==> config.mk <==
export PLATFORM = sky130hd
export DESIGN_NAME = cnt_attr_arb_flat
export DESIGN_NICKNAME = d
export VERILOG_FILES = /design/src/rtl/cnt_attr_arb_pkg.sv /design/src/rtl/cnt_attr_arb_if.sv /design/src/rtl/cnt_attr_rr_arb.sv /design/src/rtl/cnt_attr_arb.sv /design/src/flat_wrapper.sv
export SDC_FILE = /design/constraint.sdc
export NUM_CORES = 1
export LEC_CHECK = 0
export CAP_MARGIN = 20
export CORE_MARGIN = 4
export CORE_UTILIZATION = 35
export DETAILED_ROUTE_END_ITERATION = 12
export GPL_ROUTABILITY_DRIVEN = 0
export GPL_TIMING_DRIVEN = 0
export PLACE_DENSITY = 0.72
export SLEW_MARGIN = 40
export SYNTH_ARGS = -nofsm -noshare
export SYNTH_HDL_FRONTEND = slang
export SYNTH_SLANG_ARGS = --single-unit
==> constraint.sdc <==
create_clock -name clk -period 5.3 [get_ports clk]
set_input_delay 1.06 -clock clk [delete_from_list [all_inputs] [get_ports clk]]
set_output_delay 1.06 -clock clk [all_outputs]
set_load 0.05 [all_outputs]
==> src/rtl/cnt_attr_arb_pkg.sv <==
// Shared types and helpers for the arbitrated attr counter front end.
// Holds the counter width, the update rule and the update-source encoding.
package cnt_attr_pkg;

  localparam int unsigned CNT_W = 16;

  typedef logic [CNT_W-1:0] cnt_t;

  // Flag bit placed in the MSB of upd_src for decay and clear events
  localparam logic UPD_SRC_DECAY = 1'b1;

  typedef enum logic [1:0] {
    EV_NONE,
    EV_XFER,
    EV_DECAY,
    EV_CLEAR
  } upd_kind_e;

  // Max-or-decrement: a larger sample replaces the count; otherwise step down with wrap
  function automatic cnt_t attr_update(cnt_t cur, cnt_t sample);
    return (sample > cur) ? sample : cnt_t'(cur - 1'b1);
  endfunction

  function automatic cnt_t attr_decrement(cnt_t cur);
    return cnt_t'(cur - 1'b1);
  endfunction

endpackage

==> src/rtl/cnt_attr_arb_if.sv <==
// Requester-side valid/ready bundle: producers drive valid/data, the arbiter drives ready.
interface cnt_attr_arb_if #(
    parameter int unsigned N_REQ = 4,
    parameter int unsigned CNT_W = 16
);

  logic [N_REQ-1:0]       req_valid;
  logic [N_REQ*CNT_W-1:0] req_data;
  logic [N_REQ-1:0]       req_ready;

  modport master (
    output req_valid,
    output req_data,
    input  req_ready
  );

  modport slave (
    input  req_valid,
    input  req_data,
    output req_ready
  );

endinterface

==> src/rtl/cnt_attr_rr_arb.sv <==
// Round-robin arbiter: scans from ptr_i upward with wrap, grants the first requesting lane.
module cnt_attr_rr_arb #(
    parameter int unsigned N_REQ = 4,
    parameter int unsigned PTR_W = $clog2(N_REQ)
) (
    input  logic [N_REQ-1:0] req_i,
    input  logic [PTR_W-1:0] ptr_i,
    output logic [N_REQ-1:0] gnt_o,
    output logic [PTR_W-1:0] idx_o,
    output logic             any_o
);

  always_comb begin
    int unsigned lane;
    gnt_o = '0;
    idx_o = '0;
    any_o = 1'b0;
    lane  = 0;
    for (int unsigned off = 0; off < N_REQ; off++) begin
      lane = 32'(ptr_i) + off;
      if (lane >= N_REQ) begin
        lane = lane - N_REQ;
      end
      if (!any_o && req_i[lane]) begin
        any_o       = 1'b1;
        gnt_o[lane] = 1'b1;
        idx_o       = PTR_W'(lane);
      end
    end
  end

endmodule

==> src/rtl/cnt_attr_arb.sv <==
// Arbitrated max/decrement attr counter with idle-decay timer.
// One round-robin winner per cycle updates the count; clear beats transfer beats decay.
module cnt_attr_arb
  import cnt_attr_pkg::*;
#(
    parameter int unsigned N_REQ        = 4,
    parameter int unsigned DECAY_PERIOD = 8
) (
    input  logic                    clk,
    input  logic                    rst,
    input  logic                    clear_i,
    input  logic                    decay_en_i,
    cnt_attr_arb_if.slave           req_if,
    output cnt_t                    cnt_out_o,
    output logic                    upd_valid_o,
    output logic [$clog2(N_REQ):0]  upd_src_o
);

  localparam int unsigned PTR_W = $clog2(N_REQ);
  localparam int unsigned SRC_W = PTR_W + 1;
  localparam int unsigned TMR_W = $clog2(DECAY_PERIOD + 1);

  cnt_t             cnt_q, cnt_d;
  logic [PTR_W-1:0] rr_ptr_q, rr_ptr_d;
  logic [TMR_W-1:0] tmr_q, tmr_d;
  logic             upd_valid_q, upd_valid_d;
  logic [SRC_W-1:0] upd_src_q, upd_src_d;

  logic [N_REQ-1:0] gnt;
  logic [PTR_W-1:0] gnt_idx;
  logic             gnt_any;
  logic             xfer;
  cnt_t             sample;
  upd_kind_e        kind;

  cnt_attr_rr_arb #(
    .N_REQ (N_REQ),
    .PTR_W (PTR_W)
  ) u_arb (
    .req_i (req_if.req_valid),
    .ptr_i (rr_ptr_q),
    .gnt_o (gnt),
    .idx_o (gnt_idx),
    .any_o (gnt_any)
  );

  // Clear and reset mask the grant so no transfer can be accepted on those cycles
  assign req_if.req_ready = (rst || clear_i) ? '0 : gnt;
  assign xfer             = gnt_any && !clear_i;
  assign sample           = req_if.req_data[gnt_idx*CNT_W +: CNT_W];

  always_comb begin
    kind = EV_NONE;
    if (clear_i) begin
      kind = EV_CLEAR;
    end else if (xfer) begin
      kind = EV_XFER;
    end else if (decay_en_i && (tmr_q == TMR_W'(DECAY_PERIOD - 1))) begin
      kind = EV_DECAY;
    end
  end

  always_comb begin
    cnt_d       = cnt_q;
    rr_ptr_d    = rr_ptr_q;
    tmr_d       = '0;
    upd_valid_d = 1'b0;
    upd_src_d   = upd_src_q;
    unique case (kind)
      EV_CLEAR: begin
        cnt_d       = '0;
        upd_valid_d = 1'b1;
        upd_src_d   = {UPD_SRC_DECAY, PTR_W'(0)};
      end
      EV_XFER: begin
        cnt_d       = attr_update(cnt_q, sample);
        rr_ptr_d    = (gnt_idx == PTR_W'(N_REQ - 1)) ? '0 : PTR_W'(gnt_idx + 1'b1);
        upd_valid_d = 1'b1;
        upd_src_d   = {1'b0, gnt_idx};
      end
      EV_DECAY: begin
        cnt_d       = attr_decrement(cnt_q);
        upd_valid_d = 1'b1;
        upd_src_d   = {UPD_SRC_DECAY, PTR_W'(0)};
      end
      default: begin
        tmr_d = decay_en_i ? TMR_W'(tmr_q + 1'b1) : '0;
      end
    endcase
  end

  always_ff @(posedge clk or posedge rst) begin
    if (rst) begin
      cnt_q       <= '0;
      rr_ptr_q    <= '0;
      tmr_q       <= '0;
      upd_valid_q <= 1'b0;
      upd_src_q   <= '0;
    end else begin
      cnt_q       <= cnt_d;
      rr_ptr_q    <= rr_ptr_d;
      tmr_q       <= tmr_d;
      upd_valid_q <= upd_valid_d;
      upd_src_q   <= upd_src_d;
    end
  end

  assign cnt_out_o   = cnt_q;
  assign upd_valid_o = upd_valid_q;
  assign upd_src_o   = upd_src_q;

endmodule

==> src/flat_wrapper.sv <==
// flat-port wrapper written by rule: the top's interface ports become plain ports
module cnt_attr_arb_flat import cnt_attr_pkg::*;
#(
    parameter int unsigned N_REQ        = 4,
    parameter int unsigned DECAY_PERIOD = 8
)
  (clk, rst, clear_i, decay_en_i, cnt_out_o, upd_valid_o, upd_src_o, req_if_req_valid, req_if_req_data, req_if_req_ready);
  cnt_attr_arb_if #(.N_REQ(N_REQ), .CNT_W(16)) req_if_i ();
  input  logic clk;
  input  logic rst;
  input  logic clear_i;
  input  logic decay_en_i;
  output cnt_t cnt_out_o;
  output logic upd_valid_o;
  output logic [$clog2(N_REQ):0] upd_src_o;
  input wire logic [$bits(req_if_i.req_valid)-1:0] req_if_req_valid;
  input wire logic [$bits(req_if_i.req_data)-1:0] req_if_req_data;
  output wire logic [$bits(req_if_i.req_ready)-1:0] req_if_req_ready;
  assign req_if_i.req_valid = req_if_req_valid;
  assign req_if_i.req_data = req_if_req_data;
  assign req_if_req_ready = req_if_i.req_ready;
  cnt_attr_arb #(.N_REQ(N_REQ), .DECAY_PERIOD(DECAY_PERIOD)) u_core (.clk(clk), .rst(rst), .clear_i(clear_i), .decay_en_i(decay_en_i), .req_if(req_if_i), .cnt_out_o(cnt_out_o), .upd_valid_o(upd_valid_o), .upd_src_o(upd_src_o));
endmodule
==> results of run 1 <==
==> logic make-up after synthesis <==
group,share of synthesized area [%]
muxes,18.8
DFF,21.8
xor gates and xnor gates,1.76
AOI/OAI and AO/OA,21.1
buffers and inverters,9.01
and+or+nand+nor,17.9
adders and majority gates,9.64
==> how the worst max path moves through the flow <==
stage | to | slack, ns
after floorplan | u_core.cnt_out_o[12]$_DFFE_PP0N_ | 0.68
after global placement | u_core.cnt_out_o[2]$_DFFE_PP0N_ | -0.73
after detailed placement | u_core.cnt_out_o[10]$_DFFE_PP0N_ | -0.76
after CTS | u_core.cnt_out_o[15]$_DFFE_PP0N_ | 0.04
after global routing | u_core.cnt_out_o[10]$_DFFE_PP0N_ | -0.05
final | u_core.cnt_out_o[10]$_DFFE_PP0N_ | 0.15
==> through the flow <==
stage	area, um^2	hold slack, ns
floorplan	2980	0.430
global placement	4070	0.450
detailed placement	4070	0.450
CTS	4230	0.464
global route	4310	0.483
finish	4310	0.458
==> area by class of cell <==
type | count | share of cell area, %
plain buffers | 18 | 4.09
well taps | 105 | 3.05
multi-input cells | 264 | 50.7
inverters | 24 | 2.09
clock buffers | 3 | 0.958
repair buffers | 102 | 23.3
flip-flops and latches | 26 | 15.1
clock inverters | 1 | 0.697
==> cell usage in the layout (no fill, tap or decap), drive strengths merged, types with 3 or more instances in the layout <==
cell type      instances
a211oi                 4
a21oi                 12
a221oi                 4
a22oi                  5
a32o                   9
buf                   19
clkbuf                 9
clkdlybuf4s50         95
dfrtp                 26
ha                    23
inv                   24
mux2i                 47
mux4                   3
nand2                 27
nand2b                 5
nand3                 10
nand4                  7
nor2                  19
nor3                   8
nor4                   6
o211ai                 3
o21ai                 18
o221ai                 5
o31ai                  8
o41ai                  4
or2                    3
or3                    3
xnor2                  4
==> worst max-delay path: cells and delay by family <==
family	cells	cell delay (ns)
AOI/OAI and AO/OA	5	1.13
adders and majority gates	1	0.33
buffers and inverters	4	1.09
muxes	3	0.97
and+or+nand+nor	4	0.75
==> where the power goes <==
part / total, mW / switching (mW) / internal (mW)
registers: 0.347 / 0.0844 / 0.262
clock network: 0.175 / 0.0737 / 0.101
logic: 2.75 / 1.53 / 1.21
==> registers in the layout (all words and copies together) (netlist names) <==
signal              cells
u_core.upd_src_o        3
u_core.rr_ptr_q         2
u_core.cnt_out_o       16
u_core.tmr_q            4
u_core.upd_valid_o      1
==> per-layer routing <==
metal | GRT usage (%) | vias to the layer above | wire (um)
met4 | 2.69 | 0 | 37
li1 | - | 1476 | -
met1 | 22.9 | 1501 | 3920
met5 | 0 | - | 0
met3 | 3.27 | 4 | 602
met2 | 31.8 | 127 | 4860
==> what timing repair did <==
action / 4_1_cts / 5_1_grt
setup endpoints to repair: 15 / 16
gates resized for setup: 11 / 19
hold buffers: 0 / 0
buffers inserted: 5 / 2
pin swaps: 2 / 6
==> results.md, run 1 <==
## Route
* 0 — residual antenna-violating net count after detailed routing
* 292 — violation count after the first detailed-route iteration
* 0 — DRC
* 9420 um — Total Wirelength
* 6 — number of iterations in the first detailed-routing pass
* 3,108 — Via Count
* 5.72 — via count normalized by instance count
* 17.3 um — detail-routed net length per standard cell

## Power
* 1.79 nW — Lkg Pwr
* 3.27 mW — sum of internal, switching and leakage power
* 758 mW/mm^2 — power per standard cell area
* 0.347 mV — worst-case vdd ir drop

## Yosys
* sky130_fd_sc_hd__dfrtp_1, sky130_fd_sc_hd__mux2i_1, sky130_fd_sc_hd__ha_1 — Area contributors post-synth
* 26 — number of synthesized register bits
* 8.96 um^2 — synthesized area divided by synthesized cell count
* 100% — ys async rst share
* sky130_fd_sc_hd__mux2i_1, sky130_fd_sc_hd__nand2_1, sky130_fd_sc_hd__dfrtp_1 — most frequent cells after synthesis
* 57 — count of different cell masters after synthesis
* 21.8% — sequential element share of the synthesized area
* 21.8% — top cell type's share of synthesized area
* 428 — syn nets
* sky130_fd_sc_hd__dfrtp_1 — area leader, netlist
* 0 — count of warnings emitted by yosys
* sky130_fd_sc_hd__dfrtp_1 — Post-synth top flop
* 0 — count of flip-flops with a built-in enable after synthesis
* sky130_fd_sc_hd__mux2i_1 — count leader, synth
* 0.00298 mm^2 — Mapped Area
* 333 — number of standard cells after synthesis

## Critical path
* 0.61 ns — delay of the slowest critical-path stage
* 0.31 ns — setup slack on the worst flop-to-flop path
* u_core.rr_ptr_q[0]$_DFFE_PP0P_ — R2R Path Start
* sky130_fd_sc_hd__mux2i_1 — library cell appearing most often on the critical path
* u_core.cnt_out_o[10]$_DFFE_PP0N_ — endpoint of the worst-slack reg-to-reg timing path
* clkdlybuf4s50_1, mux4_2, nor2_2, o21a_1, buf_6, buf_12, mux2i_1, mux2i_1, ha_1, a211oi_1, nand2_1, o31ai_4, a211oi_4, nor2_4, clkbuf_4, nand3_1, o211ai_2 — CP cell instances
* 5.36 ns — CP Data Arrival Time
* 19 — Max FO, Critical Path
* 19 — worst reg2reg path depth
* sky130_fd_sc_hd__mux4_2 — Slowest cell on crit path
* primary input — startpoint type of the worst setup path
* primary input to flop — Setup Crit Path Kind
* flop — category of the worst setup path capture point
* req_if_req_valid[2] — beginning of the critical path
* 5.51 ns — Crit path required time

## Timing
* 0.00337 ns — clock tree skew after final layout
* 0.822 ns — slew at the pin with the worst max-slew slack
* 0 — number of slew-limit violations in the final report
* 0 — Setup-failing EPs final
* 0 — final number of hold-violating endpoints
* 0 ns — final-layout setup total negative slack
* 97.2% — share of the clock period used by the worst path after layout
* 194 MHz — highest clock rate
* 5.15 ns — Period minus WS final
* 0.149 ns — Worst Setup Slack, final
* 44.7% — worst relative slew slack

## Finish
* 764 — Fillers
* 0 — final antenna diode count
* 543 — post-route non-filler standard cell count
* 651 um^2 — Sequential cell area
* 44.4% — Area Growth Syn to Fin
* 52.2% — Post-Route Utilization
* 534 — number of nets in the layout
* 0.00219 mm^2 — combined area of the multi-input logic cells
* 13.7% — layout cells sized above 1

## Global route
* 0 — number of antenna violations at the first check in global routing
* 14,700 um — global-route wire length before repair
* 0 — leftover overflow at the end of global routing
* 17.9% — aggregate global-route resource usage
* 3,077 — via count of the first global-routing pass
* 27 — largest net degree at the start of global routing

## Die
* 0.00826 mm^2 — placeable core region
* 100 um — height of the die
* 100 um — width of the die
* 36.1% — effective utilization at floorplan
* 96 — top-level I/O count
* 33 — number of placement rows
* 0.0101 mm^2 — die area

## Clock network
* yes — TritonCTS clock tree
* 1 — CTS H-tree lvls
* 3 — cts bufs inserted
* 0.10 ns — Clock transition at path regs
* 2 — number of buffers on the longest clock path
* sky130_fd_sc_hd__clkbuf_8 — buffer cell driving the clock tree root
* 0.29 ns — later-pin clock latency in the skew report
* 26 — total clock sinks

## Worst hold path
* u_core.tmr_q[0]$_DFF_PP0_ — origin of the worst min-delay path
* 1 — count of cells along the worst hold path
* flop to flop — kind of path behind the tightest hold check
* u_core.tmr_q[0]$_DFF_PP0_ — worst hold endpoint

## Placement
* -0.757 ns — worst setup slack before clock tree synthesis
* 533 — Placed Cells incl. Taps
* 95 — count of input and output buffers
* 7180 um — detailed placement HPWL

## Flow run
* 0 — number of max-cap violations

## Status
* completed — outcome

Power figures use the tool's default switching activity.
==> inputs of run 2 (changes only) <==
--- a/config.mk
+++ b/config.mk
@@ -12,6 +12,7 @@
 export GPL_ROUTABILITY_DRIVEN = 0
 export GPL_TIMING_DRIVEN = 0
 export PLACE_DENSITY = 0.72
+export SKIP_CTS_REPAIR_TIMING = 1
 export SLEW_MARGIN = 40
 export SYNTH_ARGS = -nofsm -noshare
 export SYNTH_HDL_FRONTEND = slang
==> run 2 against run 1 <==
Fmax barely moved. Global-route usage fell by 0.26 points. Utilization rose by 0.50 points. Worst hold slack barely moved. Routed wire length fell by 0.21%. Clock power barely moved. Non-clock buffer count rose by 2. Critical path type unchanged. Cell area rose by 0.96%. Power rose by 0.69%. Clock skew rose by 0.0012 ns. Critical path depth rose by 2. Cell count rose by 0.37%.
==> results.md, run 2 (synthesis results as in run 1) <==
## Clock network
* 1 — CTS H-tree lvls
* 0.28 ns — later-pin clock latency in the skew report
* 2 — number of buffers on the longest clock path
* yes — TritonCTS clock tree
* 3 — cts bufs inserted
* sky130_fd_sc_hd__clkbuf_8 — buffer cell driving the clock tree root
* 26 — total clock sinks
* 0.10 ns — Clock transition at path regs

## Finish
* 16 — number of flip-flops under the largest register name
* 13.9% — layout cells sized above 1
* 0 — final antenna diode count
* sky130_fd_sc_hd__clkdlybuf4s50_1 — most common cell after layout, fill and taps aside
* sky130_fd_sc_hd__clkdlybuf4s50_1, sky130_fd_sc_hd__mux2i_1, sky130_fd_sc_hd__nand2_1 — commonest non-fill, non-tap cells in the layout
* 45.8% — Area Growth Syn to Fin
* 757 — Fillers
* 536 — number of nets in the layout

## Timing
* 0.00459 ns — clock tree skew after final layout
* 97.1% — share of the clock period used by the worst path after layout
* 0 — final number of hold-violating endpoints
* 0 ns — final-layout setup total negative slack
* 0.684 ns — slew at the pin with the worst max-slew slack
* 5.15 ns — Period minus WS final
* 0.153 ns — Worst Setup Slack, final
* 54.0% — worst relative slew slack
* 194 MHz — highest clock rate
* 0 — number of slew-limit violations in the final report
* 0 — Setup-failing EPs final

## Die
* 0.00826 mm^2 — placeable core region
* 36.1% — effective utilization at floorplan
* 0.0101 mm^2 — die area
* 100 um — width of the die
* 100 um — height of the die
* 33 — number of placement rows
* 96 — top-level I/O count

## Critical path
* 5.37 ns — CP Data Arrival Time
* primary input — startpoint type of the worst setup path
* flop — category of the worst setup path capture point
* primary input to flop — Setup Crit Path Kind
* 19 — worst reg2reg path depth
* 5.52 ns — Crit path required time
* 10 — Max FO, Critical Path

## Placement
* 95 — count of input and output buffers
* 7180 um — detailed placement HPWL
* -0.757 ns — worst setup slack before clock tree synthesis

## Global route
* 3,041 — via count of the first global-routing pass
* 0 — number of antenna violations at the first check in global routing
* 0 — leftover overflow at the end of global routing
* 27 — largest net degree at the start of global routing
* 14,500 um — global-route wire length before repair
* 17.6% — aggregate global-route resource usage

## Worst hold path
* flop to flop — kind of path behind the tightest hold check
* 1 — count of cells along the worst hold path

## Power
* 1.80 nW — Lkg Pwr
* 0.341 mV — worst-case vdd ir drop
* 756 mW/mm^2 — power per standard cell area

## Route
* 3,129 — Via Count
* 9400 um — Total Wirelength
* 234 — violation count after the first detailed-route iteration
* 5.74 — via count normalized by instance count
* 0 — residual antenna-violating net count after detailed routing
* 4 — number of iterations in the first detailed-routing pass
* 17.2 um — detail-routed net length per standard cell
* 0 — DRC

## Status
* completed — outcome

## Flow run
* 0 — number of max-cap violations

-- run 2: cell count changes in the layout (fill, tap and decap cells not counted), sizes merged --
cell    change
clkbuf      -2
buf         +4
-- run 2: worst max-delay path, cell delays in order --
cell	delay (ns)
sky130_fd_sc_hd__clkdlybuf4s50_1	0.47
sky130_fd_sc_hd__mux4_2	0.50
sky130_fd_sc_hd__buf_6	0.15
sky130_fd_sc_hd__nand2b_4	0.13
sky130_fd_sc_hd__o311ai_2	0.07
sky130_fd_sc_hd__o21a_1	0.19
sky130_fd_sc_hd__buf_6	0.15
sky130_fd_sc_hd__buf_12	0.16
sky130_fd_sc_hd__buf_12	0.17
sky130_fd_sc_hd__mux2i_4	0.24
sky130_fd_sc_hd__mux2i_1	0.10
sky130_fd_sc_hd__ha_1	0.35
sky130_fd_sc_hd__a21oi_1	0.21
sky130_fd_sc_hd__o21ai_0	0.16
sky130_fd_sc_hd__a211oi_1	0.34
sky130_fd_sc_hd__a21boi_2	0.16
sky130_fd_sc_hd__o41ai_2	0.32
sky130_fd_sc_hd__a21boi_0	0.26
sky130_fd_sc_hd__a32o_1	0.17
-- run 2: worst paths after layout --
| kind | startpoint | to | slack (ns) |
|---|---|---|---|
| max | req_if_req_valid[0] | u_core.cnt_out_o[15]$_DFFE_PP0N_ | 0.15 |
| min | u_core.tmr_q[0]$_DFF_PP0_ | u_core.tmr_q[0]$_DFF_PP0_ | 0.46 |
| max reg2reg | u_core.rr_ptr_q[0]$_DFFE_PP0P_ | u_core.cnt_out_o[15]$_DFFE_PP0N_ | 0.33 |
| min reg2reg | u_core.tmr_q[0]$_DFF_PP0_ | u_core.tmr_q[0]$_DFF_PP0_ | 0.46 |
| max in group asynchronous | rst | u_core.cnt_out_o[6]$_DFFE_PP0N_ | 3.66 |
| min in group asynchronous | rst | u_core.cnt_out_o[0]$_DFFE_PP0N_ | 1.26 |
-- run 2: stage by stage --
stage | cell area (um^2) | util, % | hold WS [ns] | std cells | total power, mW
floorplan | 2980 | - | 0.430 | 333 | 2.14
global placement | 4070 | 49.2 | 0.450 | 533 | 2.70
detailed placement | 4070 | 49.3 | 0.450 | 533 | 2.76
CTS | 4140 | 50.2 | 0.464 | 537 | 2.96
global route | 4350 | 52.7 | 0.483 | 545 | 3.53
finish | 4350 | 52.7 | 0.458 | 545 | 3.29
-- run 2: power breakdown --
part | internal, mW | total [mW] | switching (mW)
clock | 0.101 | 0.174 | 0.0727
combinational | 1.25 | 2.77 | 1.52
sequential | 0.262 | 0.347 | 0.0850
total | 1.61 | 3.29 | 1.68
-- run 2: metal layers --
metal | wire length (um) | part of all wire (%) | GRT usage, %
met5 | 0 | 0 | 0
met4 | 80 | 0.85 | 2.69
met3 | 804 | 8.6 | 4.31
met1 | 3710 | 39 | 22.0
met2 | 4800 | 51 | 31.2
-- run 2: final cells by class --
| type | count | area, um^2 | share of cell area, % |
|---|---|---|---|
| Inverter | 24 | 90.1 | 2.07 |
| Multi-Input combinational cell | 264 | 2180 | 50.2 |
| Tap cell | 105 | 131 | 3.02 |
| Clock buffer | 3 | 41.3 | 0.949 |
| Sequential cell | 26 | 651 | 15.0 |
| Buffer | 19 | 200 | 4.60 |
| Clock inverter | 1 | 30.0 | 0.690 |
| Timing Repair Buffer | 103 | 1020 | 23.5 |
